$ cat src/rtl/sw_program_loader.sv
// ---------------------------------------------------------------------------
// sw_program_loader
//
// Front-panel program loader for the 16-bit CPU board. The user keys two
// 8-bit switch entries (high byte first) with a debounced push-button. The
// block assembles them into one 16-bit word and writes it to memory over a
// request/acknowledge port at an auto-incrementing address. The processor is
// held while load mode is enabled.
//
// Parameters
//   ADDR_W      memory address width; the address counter spans 0 .. 2^ADDR_W-1
//   START_ADDR  first address written after each load entry
//
// Ports
//   Clk         system clock
//   Reset       synchronous, active-high reset
//   Load_En     load-mode switch level (1 = loading)
//   Enter       debounced button level; its rising edge is detected here
//   Data_In     byte value from the switches
//   Mem_WrAck   memory accepts the current write in this cycle
//   Mem_WrReq   write request, held until acknowledged
//   Mem_Addr    write address (also shown on the display)
//   Mem_Data    assembled word {hi, lo}
//   Proc_Hold   stalls the processor while loading
//   Byte_Sel    0 = next Enter captures the high byte, 1 = the low byte
//   Full        last address has been written
//   Word_Count  words written since entering load mode
// ---------------------------------------------------------------------------
module sw_program_loader #(
  parameter int unsigned ADDR_W     = 8,
  parameter int unsigned START_ADDR = 0
) (
  input  logic              Clk,
  input  logic              Reset,
  input  logic              Load_En,
  input  logic              Enter,
  input  logic [7:0]        Data_In,
  input  logic              Mem_WrAck,
  output logic              Mem_WrReq,
  output logic [ADDR_W-1:0] Mem_Addr,
  output logic [15:0]       Mem_Data,
  output logic              Proc_Hold,
  output logic              Byte_Sel,
  output logic              Full,
  output logic [ADDR_W:0]   Word_Count
);

  localparam logic [ADDR_W-1:0] FIRST_ADDR = START_ADDR[ADDR_W-1:0];
  localparam logic [ADDR_W-1:0] LAST_ADDR  = '1;

  typedef enum logic [2:0] {
    S_IDLE,
    S_HI,
    S_LO,
    S_WRITE,
    S_FULL
  } state_t;

  state_t              state;
  state_t              nxt;
  logic                enter_q;
  logic                enter_edge;
  logic [15:0]         word;
  logic [ADDR_W-1:0]   addr;
  logic [ADDR_W:0]     count;

  assign enter_edge = Enter & ~enter_q;

  // Leaving load mode takes priority over a simultaneous Enter edge, so a
  // partial word is discarded rather than advanced. A pending write is never
  // abandoned: WRITE only exits on acknowledge.
  always_comb begin
    nxt = state;
    case (state)
      S_IDLE:  if (Load_En) nxt = S_HI;
      S_HI: begin
        if (!Load_En)        nxt = S_IDLE;
        else if (enter_edge) nxt = S_LO;
      end
      S_LO: begin
        if (!Load_En)        nxt = S_IDLE;
        else if (enter_edge) nxt = S_WRITE;
      end
      S_WRITE: begin
        if (Mem_WrAck) begin
          if (!Load_En)               nxt = S_IDLE;
          else if (addr == LAST_ADDR) nxt = S_FULL;
          else                        nxt = S_HI;
        end
      end
      S_FULL:  if (!Load_En) nxt = S_IDLE;
      default: nxt = S_IDLE;
    endcase
  end

  // Status outputs are registered from the next state so they line up with
  // the state they describe.
  always_ff @(posedge Clk) begin
    if (Reset) begin
      state      <= S_IDLE;
      enter_q    <= 1'b1;  // a button held through reset yields no edge
      word       <= '0;
      addr       <= FIRST_ADDR;
      count      <= '0;
      Mem_WrReq  <= 1'b0;
      Proc_Hold  <= 1'b0;
      Byte_Sel   <= 1'b0;
      Full       <= 1'b0;
    end else begin
      enter_q    <= Enter;
      state      <= nxt;
      Mem_WrReq  <= (nxt == S_WRITE);
      Proc_Hold  <= (nxt != S_IDLE);
      Byte_Sel   <= (nxt == S_LO);
      Full       <= (nxt == S_FULL);

      case (state)
        S_IDLE: begin
          // Counters restart only on load entry so the last values stay
          // visible on the display while idle.
          if (Load_En) begin
            addr  <= FIRST_ADDR;
            count <= '0;
          end
        end
        S_HI: if (Load_En && enter_edge) word[15:8] <= Data_In;
        S_LO: if (Load_En && enter_edge) word[7:0]  <= Data_In;
        S_WRITE: begin
          if (Mem_WrAck) begin
            addr  <= addr + 1'b1;
            count <= count + 1'b1;
          end
        end
        default: ;
      endcase
    end
  end

  assign Mem_Addr   = addr;
  assign Mem_Data   = word;
  assign Word_Count = count;

endmodule

$ cat config.mk
export PLATFORM = sky130hd
export DESIGN_NAME = sw_program_loader
export DESIGN_NICKNAME = d
export VERILOG_FILES = /design/src/rtl/sw_program_loader.sv
export SDC_FILE = /design/constraint.sdc
export NUM_CORES = 1
export LEC_CHECK = 0
export BUFFER_PORTS_ARGS = -buffer_cell sky130_fd_sc_hd__buf_2
export CAP_MARGIN = 20
export CORE_ASPECT_RATIO = 0.7
export CORE_UTILIZATION = 40
export CTS_BUF_LIST = sky130_fd_sc_hd__clkbuf_4
export DETAILED_ROUTE_END_ITERATION = 8
export GPL_TIMING_DRIVEN = 0
export PLACE_DENSITY = 0.67
export SLEW_MARGIN = 20
export SYNTH_ARGS = -nofsm -noshare
export SYNTH_HDL_FRONTEND = slang
export SYNTH_SLANG_ARGS = --single-unit
export TNS_END_PERCENT = 100
$ cat constraint.sdc
create_clock -name Clk -period 1.9 [get_ports Clk]
set_input_delay 0.57 -clock Clk [delete_from_list [all_inputs] [get_ports Clk]]
set_output_delay 0.57 -clock Clk [all_outputs]
set_load 0.02 [all_outputs]
==> summary.md <==
| Metric | Value |
|---|---|
| Post-DP HPWL | 2.92 mm |
| DRC viols | 0 |
| TritonCTS buffer count | 5 |
| Outcome | complete, no violations |
| CTS root buffer | clkbuf_4 |
| # rows | 19 |
| Number of flops mapped to enable cells by yosys | 0 |
| Total chip power | 1400 µW |
| Cell Int Power | roughly 1100 µW |
| Worst EP arrival | 2.16 ns |
| CP Cell Sequence | clkbuf_4, or3b_4, buf_6, a21o_1, buf_6, or4_4, a21oi_2 |
| DR pass1 iterations | 4 |
| I/O Pins | 50 |
| Clock-pin slew on the worst setup and hold paths | about 0.12 ns |
| Vias per std cell | 5.31 |
| Worst r2r src | state[0] |
| Clk_skew | 0.0154 ns |
| Mapped cell area | 1740 µm² |
| Pwr dens | approximately 650 nW/µm² |
| Critical path type | in -> reg |
| RSZ-0062 raised after global routing | false |
| Iter 0 DRT Violations | 90 |
| WHS Path Cells | 2 |
| Worst path max stage delay | 0.47 ns |
| Warnings from Yosys | 0 |
| Pre-CTS WS | -0.455 ns |
| Post-synthesis average cell area | 9.20 µm² |
| Global-route wire length before repair | 6.67 mm |
| Main synth FF type | dfxtp_1 |
| Crit path max-delay family | simple AND/OR/NAND/NOR gates |
| H-tree lvl count | 2 |
| Clk_lat worst skew | 0.34 ns |
| Fillers | 402 |
| Tmin final | 1.89 ns |
| Async SR Flop Fraction | 0 |
| Worst IR drop on VDD | 0.352 mV |
| Fmax | between 0.5 and 0.6 GHz |
| Max FO, Critical Path | 10 |
| Post-Syn Instances | 189 |
| Vias | 1588 |
| Register Area | 825 µm² |
| Port-buffer cells | 48 |
| Diode count | 0 |
| Worst path bufs/invs | 3 |
| Total GRT Usage | 0.188 |
| DR WL/cell | 13.6 µm |
| P_leak | 0.00106 µW |
| Total of max-cap violations | 0 |
| Syn_nets | 204 |
| Finish-stage setup viols | 0 |
| P_sw | 338 µW |
| CTS max path bufs | 2 |
| R2R setup slack | ~0.030 ns |
| Clock share of power | 0.308 |
| Die X | 80.8 µm |
| Die Span Y | 57.2 µm |
| Area occupied by multi-input gates | 873 µm² |
| Starting Density | 0.430 |
| Slew Viols, Final | 0 |
| Worst path slowest cell | or4_4 |
| Most frequent CP cell | buf_6 |
| Worst slew margin | 0.559 |
| Sequential Power Share | 0.621 |
| Die area | 4620 µm² |
| Nets@finish | 261 |
| Reg2Reg Depth | 6 |
| Post-Layout Inst Area | around 2200 µm² |
| CTS tree | done |
| Hold Startpoint | Enter |
| Placed Instance Area | 2050 µm² |
| CTS sink cnt | 41 |
| RePlAce Congestion | between 0.8 and 0.9 |
| FF-to-FF End | Mem_Addr[7] |
| Worst Path Required | ~2.2 ns |
| Hold Vio Cnt, Final | 0 |
| Vias in the first global route | 1373 |
| Layout area overhead | 23.7% |
| Slack of the critical path | 0.00872 ns |
| WHS | 0.441 ns |
| Share of cells above drive strength 1 | 0.279 |
| Detailed-route wire length | 4.05 mm |
| Fin crit share | 0.995 |
| Post-DRT Antenna Nets | 0 |
| Crit. End Element | flip-flop |
| Synthesized flop and latch total | slightly above 40 |
| Pin count of the biggest net entering global routing | 13 |
| Crit path from | Load_En |
| Hold-fix buffers at CTS | 0 |
| Switching portion of total power | 0.242 |
| Synth cell types | 37 |
| Comb pwr share | 0.071 |
| Worst Hold Class | in -> reg |
| Initial antenna violation count | 0 |
| Seq/Total Area, Yosys | 0.472 |
| Hold EP | enter_q |
| Total gr overflow | 0 |
| Worst Tran Pin Value | 0.661 ns |
| Core ar. | 4040 µm² |
| Worst setup SP type | input pin |
-- area by class of cell --
| type | instances | share of cell area |
|---|---|---|
| Clock inverter | 2 | 0.00465 |
| Timing Repair Buffer | 50 | 0.120 |
| Tap cell | 52 | 0.0302 |
| Inverter | 5 | 0.00872 |
| Multi-Input combinational cell | 133 | 0.406 |
| Sequential cell | 41 | 0.383 |
| Clock buffer | 6 | 0.0209 |
| Buffer | 10 | 0.0267 |
-- kinds of logic (layout without fill, tap and decap cells) --
logic type                 count (synthesis)  after routing  synth area share
adders and majority gates                  2              2            0.0144
DFF                                       41             41             0.472
buffers and inverters                     15             73            0.0374
xor gates and xnor gates                   3              3            0.0151
and+or+nand+nor                           76             76             0.233
AOI/OAI and AO/OA                         36             36             0.136
muxes                                     16             16            0.0921
-- routing by layer --
layer	share of wire	track usage
met2	0.41	0.250
met4	0.0057	0.0383
met5	0	0
met3	0.068	0.0544
met1	0.52	0.295
-- sequential cells by signal, summed over array words and instances, names as in the netlist --
signal,count
Mem_WrReq,1
Proc_Hold,1
Full,1
state,3
Mem_Addr,8
enter_q,1
Mem_Data,16
Word_Count,9
Byte_Sel,1
-- how the worst max path moves through the flow --
stage / slack [ns] / end / cells after the start
floorplan: -0.1 / Word_Count[6] / 6
global placement: -0.44 / Word_Count[6] / 8
detailed placement: -0.46 / Mem_Addr[7] / 8
CTS: 0.03 / Mem_Addr[7] / 7
global route: 0.002 / Mem_Addr[7] / 7
finish: 0.009 / Mem_Addr[7] / 7
-- power by group through the flow --
stage	Combinational, µW	Sequential (µW)	Clock, µW
final	99.8	866	430
after global routing	109	867	481
after CTS	96.0	866	442
after detailed placement	92.1	887	0
after global placement	91.0	887	0
after floorplan	52.6	891	0
-- repair_timing --
item,4_1_cts,5_1_grt
resized for setup,4,8
setup buffers,2,0
setup endpoints to repair,8,10
pin swaps,1,2
-- cell usage after synthesis (all sizes together) (3+ instances only) --
cell type  number  area (µm²)
clkbuf          8        30.0
nor2b           4        25.0
nand3          10        50.1
dfxtp          41         821
o21ai           3        15.0
nand4           7        43.8
mux2i          16         160
a21oi          13        65.1
or4             8        60.1
xnor2           3        26.3
o211ai          3        22.5
nor2           26        97.6
a21o            4        30.0
o31ai           5        37.5
nand2           8        30.0
inv             5        18.8
-- cells in the final DEF (no fill, tap or decap), types with 2 or more instances in the layout --
cell      synthesis  routed
o31ai_1           5       4
nand2_1           8       8
a21oi_1          13      12
clkbuf_1          8       6
inv_1             5       5
o21ai_0           3       3
nand2b_1          2       2
nor2_1           26      26
clkinv_2          0       2
nand4_1           7       7
clkbuf_4          0       8
mux2i_1          16      16
a211oi_1          2       2
a21o_1            4       4
nor2b_1           4       4
ha_1              2       2
nand3_1          10       9
o211ai_1          3       3
buf_6             1       2
xnor2_1           3       3
dfxtp_1          41      40
nor3b_1           2       2
buf_4             0       2
or4_1             8       7
buf_2             1      47
-- metrics by stage --
stage	TNS (ns)	utilization	instances
after floorplan	-0.197	-	189
after global placement	-5.05	0.507	289
after detailed placement	-5.37	0.507	289
after CTS	0	0.527	299
after global routing	0	0.533	299
final	0	0.533	299
(Power assumes the default switching activity.)
